--- src/rtl/pipe_stage.sv ---
// pipe_stage: valid/ready inter-stage register with synchronous flush and NOP-masked control field.
// Define PIPE_STAGE_SKID_EN to build the 2-entry variant with a skid register and registered in_ready.
module pipe_stage #(
    parameter int CTRL_W = 11,
    parameter int DATA_W = 180
) (
    input  logic              clk,
    input  logic              reset,
    input  logic              flush,
    input  logic              in_valid,
    output logic              in_ready,
    input  logic [CTRL_W-1:0] in_ctrl,
    input  logic [DATA_W-1:0] in_data,
    output logic              out_valid,
    input  logic              out_ready,
    output logic [CTRL_W-1:0] out_ctrl,
    output logic [DATA_W-1:0] out_data,
    output logic [1:0]        occupancy
);

    logic              m_valid;
    logic [CTRL_W-1:0] m_ctrl;
    logic [DATA_W-1:0] m_data;
    logic [1:0]        occ_q;

    logic in_fire;
    logic out_fire;
    logic m_free;

    assign out_valid = m_valid;
    assign out_ctrl  = m_ctrl & {CTRL_W{m_valid}};
    assign out_data  = m_data;
    assign occupancy = occ_q;

    assign in_fire  = in_valid && in_ready;
    assign out_fire = m_valid && out_ready;
    assign m_free   = !m_valid || out_fire;

`ifdef PIPE_STAGE_SKID_EN
    logic              s_valid;
    logic [CTRL_W-1:0] s_ctrl;
    logic [DATA_W-1:0] s_data;
    logic              m_valid_n;
    logic              s_valid_n;

    // S is only ever valid behind a valid M, so !s_valid also means "not full".
    assign in_ready = !s_valid;

    always_comb begin
        m_valid_n = m_valid;
        s_valid_n = s_valid;
        if (m_free) begin
            if (s_valid) begin
                m_valid_n = 1'b1;
                s_valid_n = 1'b0;
            end else begin
                m_valid_n = in_fire;
            end
        end else if (in_fire) begin
            s_valid_n = 1'b1;
        end
    end

    always_ff @(posedge clk) begin
        if (reset || flush) begin
            m_valid <= 1'b0;
            m_ctrl  <= '0;
            m_data  <= '0;
            s_valid <= 1'b0;
            s_ctrl  <= '0;
            s_data  <= '0;
            occ_q   <= '0;
        end else begin
            m_valid <= m_valid_n;
            s_valid <= s_valid_n;
            occ_q   <= {1'b0, m_valid_n} + {1'b0, s_valid_n};
            // in_ready is low whenever S is valid, so S and the input never compete for M.
            if (m_free && s_valid) begin
                m_ctrl <= s_ctrl;
                m_data <= s_data;
            end else if (m_free && in_fire) begin
                m_ctrl <= in_ctrl;
                m_data <= in_data;
            end
            if (!m_free && in_fire) begin
                s_ctrl <= in_ctrl;
                s_data <= in_data;
            end
        end
    end
`else
    logic m_valid_n;

    assign in_ready = m_free;

    always_comb begin
        m_valid_n = m_valid;
        if (m_free) begin
            m_valid_n = in_fire;
        end
    end

    always_ff @(posedge clk) begin
        if (reset || flush) begin
            m_valid <= 1'b0;
            m_ctrl  <= '0;
            m_data  <= '0;
            occ_q   <= '0;
        end else begin
            m_valid <= m_valid_n;
            occ_q   <= {1'b0, m_valid_n};
            if (m_free && in_fire) begin
                m_ctrl <= in_ctrl;
                m_data <= in_data;
            end
        end
    end
`endif

endmodule

--- config.mk ---
export PLATFORM = sky130hd
export DESIGN_NAME = pipe_stage
export DESIGN_NICKNAME = d
export VERILOG_FILES = /design/src/rtl/pipe_stage.sv
export SDC_FILE = /design/constraint.sdc
export NUM_CORES = 1
export LEC_CHECK = 0
export ABC_AREA = 1
export CORE_AREA = 4 4 148 150
export DETAILED_ROUTE_END_ITERATION = 7
export DIE_AREA = 0 0 152 154
export HOLD_SLACK_MARGIN = 0.06
export MAX_ROUTING_LAYER = met4
export PLACE_DENSITY = 0.78
export REMOVE_ABC_BUFFERS = 1
export SYNTH_ARGS = -nofsm -noshare
export SYNTH_HDL_FRONTEND = slang
export SYNTH_SLANG_ARGS = --single-unit
--- constraint.sdc ---
create_clock -name clk -period 1.96 [get_ports clk]
set_input_delay 0.294 -clock clk [delete_from_list [all_inputs] [get_ports clk]]
set_output_delay 0.294 -clock clk [all_outputs]
set_load 0.005 [all_outputs]
# After elaboration in Yosys (flattened, before gate mapping)
# Index checks and enable logic that the tools add are counted.
dict set report word_totals {
  regBits 193
  latchBits 0
  ramBits 0
  romBits 0
  in_bits 196
  word_cells 12
  memories 0
}
dict set report classes {
  addsub 0
  n_mul 0
  div 0
  order_cmp 0
  n_eq_ne 0
  n_shift 0
  mux 1
  bitwise_logic 1
  n_reduce_logical 6
}
# op count
set ops {}
lappend ops {{AND 11 bit} 1}
lappend ops {{logical AND 1 bit} 3}
lappend ops {{logical OR 1 bit} 2}
lappend ops {{logical NOT 1 bit} 1}
lappend ops {{two-way mux 1 bit} 1}

# Logic depth before layout (Yosys ltp)
dict set report depth {
  depth_word 4
  depth_mapped 7
  mapped_depth_nobuf 5
}

# Least setup slack after synthesis
# Ideal clock, no wire load.
dict set report synth_timing {
  kind {reg2out}
  from {reg occupancy[0] (netlist name)}
  to {out in_ready}
  arrival_ps 831
  setup_slack_ps 835
  path_stages_with_launch 4
  path_buffers 2
  path_cell_list {dfxtp_1 nand2_1 buf_4 buf_2}
}
# element line_no
set synth_rtl {}
lappend synth_rtl {{end: declaration} 11} ;# output logic in_ready,

==> results.json <==
{
  "status": "completed",
  "endpoint_kind": "output port",
  "synth_edf_count": 0,
  "rows": 53,
  "synth_cell_types": 12,
  "num_vias": 8993,
  "routabilityCongestion": 0.829,
  "startpoint_type": "flop",
  "io_pins": 391,
  "insertion_delay_ns": 0.43,
  "r2r_start": "occupancy[0]",
  "drive_gt1_share_pct": 4.12,
  "drt_wl_total_um": 26100,
  "hold_start": "in_valid",
  "cts_tree": "yes",
  "crit_fanout": 11,
  "cp.arrival_ns": 1.56,
  "ys_seq_elements": 192,
  "clkSinkCount": 192,
  "fin_nets": 1810,
  "htreeDepth": 4,
  "avgSynthCellArea_um2": 6.74,
  "finalHoldViolations": 0,
  "hold_buffers": 0,
  "rsz0062_at_grt": "false",
  "numPortBuffers": 389,
  "peakVddDrop_mv": 0.574,
  "place_hpwl_um": 18600,
  "synth.top_cells.by_count": "inv_1, nand2_1, a21oi_1, dfxtp_1, nor2_1",
  "yosysTopAreaCell": "dfxtp_1",
  "hp-class": "in -> reg",
  "grt_use_total_pct": 21.8,
  "stdcell_count": 1902,
  "fp.dieW_um": 152,
  "synth_top_area_share_pct": 44.4,
  "ant_nets": 0,
  "yosysSeqAreaShare_pct": 44.4,
  "fp.dieH_um": 154,
  "max_cap_viol_count": 0,
  "synth-simple-area-share_pct": 28.2,
  "synth_top_family_by_area": "simple AND/OR/NAND/NOR gates",
  "start_util_pct": 41.8,
  "antenna_found_initial": 0,
  "use_met2_pct": 35.1,
  "grt_pass1_wl_um": 41000,
  "drt-initial-drc-count": 512,
  "ys_top_cells_by_area": "dfxtp_1, a21oi_1, nand3_1",
  "hold_ws_ns": 0.352,
  "synth_cells": 1284,
  "syn_area_um2": 8660,
  "clockRootBuffer": "clkbuf_16",
  "die_area_um2": 23400,
  "core-area_um2": 20700,
  "ys_warn_count": 0,
  "post-route-period-util_pct": 94.7,
  "diodes": 0,
  "met3_usage_pct": 6.70,
  "worstSetupStartpoint": "occupancy[0]",
  "areaGrowthSynthToFinish_pct": 53.3,
  "drt_pass1_iterations": 6,
  "clk_path_buf_depth": 2,
  "setup_violations": 0,
  "synth_mux_area_share_pct": 0,
  "numCtsBuffers": 17,
  "fin_ws_ns": 0.104,
  "synthFlopType": "dfxtp_1",
  "tightest_slew_ns": 0.602,
  "fin_skew_ns": 0.00728,
  "dp_cells": 1868,
  "min_period_ns": 1.86,
  "slew_violations": 0,
  "dp_slack_ns": 0.0103,
  "synth_xor_area_share_pct": 0,
  "post_drt_wl_per_cell_um": 13.7,
  "top_usage_layer": "met2",
  "leakage_nw": 6.06,
  "met1_usage_pct": 25.3,
  "p_per_area_nw_per_um2": 691,
  "overflow": 0,
  "slew_headroom_pct": 59.9,
  "synthAdderAreaFrac_pct": 0,
  "viasPerCell": 4.73,
  "fmax_mhz": 539,
  "drc": 0,
  "grt_max_degree": 139,
  "synth-compound-area-share_pct": 11.1,
  "worstPathRequired_ns": 1.67,
  "grt_pass1_vias": 8117,
  "final_core_util_pct": 64.2,
  "crit_type": "reg -> out",
  "async_reset_ff_share_pct": 0,
  "clkSlewWorstSetupHoldPaths_ns": 0.08
}
==> cell families after synthesis <==
group           after synthesis
simple gates                587
buf+inv                     312
compound gates              192
flops                       192
other cells                   1
==> through the flow <==
stage | TNS (ns) | power (mW) | cell area [µm²]
6_report | 0 | 9.18 | 13300
5_1_grt | 0 | 9.63 | 13300
4_1_cts | 0 | 9.29 | 13300
3_5_place_dp | 0 | 5.89 | 12700
3_3_place_gp | 0 | 5.85 | 12700
2_1_floorplan | -916.83 | 4.94 | 8010
==> what timing repair did <==
| action | 4_1_cts | 5_1_grt |
|---|---|---|
| setup buffers | 0 | 2 |
| setup endpoints to repair | 11 | 3 |
| gates resized for setup | 3 | 0 |
==> report_power, final <==
part	switching (mW)	internal (mW)	leakage (nW)
sequential	0.0898	4.07	1.57
clock	1.63	1.75	0.279
combinational	0.685	0.947	4.21
==> worst paths after layout <==
path | cells after the start | endpoint | slack (ns)
worst min-delay path | 3 | out_data[116] | 0.35
worst max-delay path | 4 | out_ctrl[0] | 0.10
worst max register to register | 7 | out_data[18] | 0.43
worst min register to register | 2 | out_data[140] | 0.48
==> sequential cells by signal, summed over array words and instances (netlist names) <==
signal,count
out_data,180
m_ctrl,11
occupancy,1
==> worst max-delay path, stage by stage, from the launching register on <==
cell and delay, ns:
dfxtp_4 0.37, buf_6 0.14, nand2_1 0.06, inv_1 0.07, clkdlybuf4s50_1 0.50
==> per-layer routing <==
metal  share of wire, %  vias up
met4                3.4        0
met2                 48      334
met1                 41     3984
met5                  0        -
met3                8.1       55
li1                   -     4620
==> placed cells by master (no fill, tap or decap), drive strengths merged <==
master | Yosys | final
nor2 | 192 | 192
dfxtp | 192 | 192
clkinvlp | 0 | 2
clkdlybuf4s50 | 0 | 388
nor3 | 1 | 1
conb | 1 | 1
a21oi | 192 | 192
nand3 | 191 | 191
clkbuf | 3 | 19
clkinv | 0 | 5
inv | 203 | 209
buf | 106 | 32
nand2 | 203 | 203
==> layout make-up <==
cell class,count,area (µm²)
fillers,1824,7420
repair buffers,420,4320
flip-flops and latches,192,3850
multi-input cells,780,3420
inverters,203,762
clock buffers,19,453
well taps,275,344
clock inverters,13,120
(Power assumes the default switching activity.)
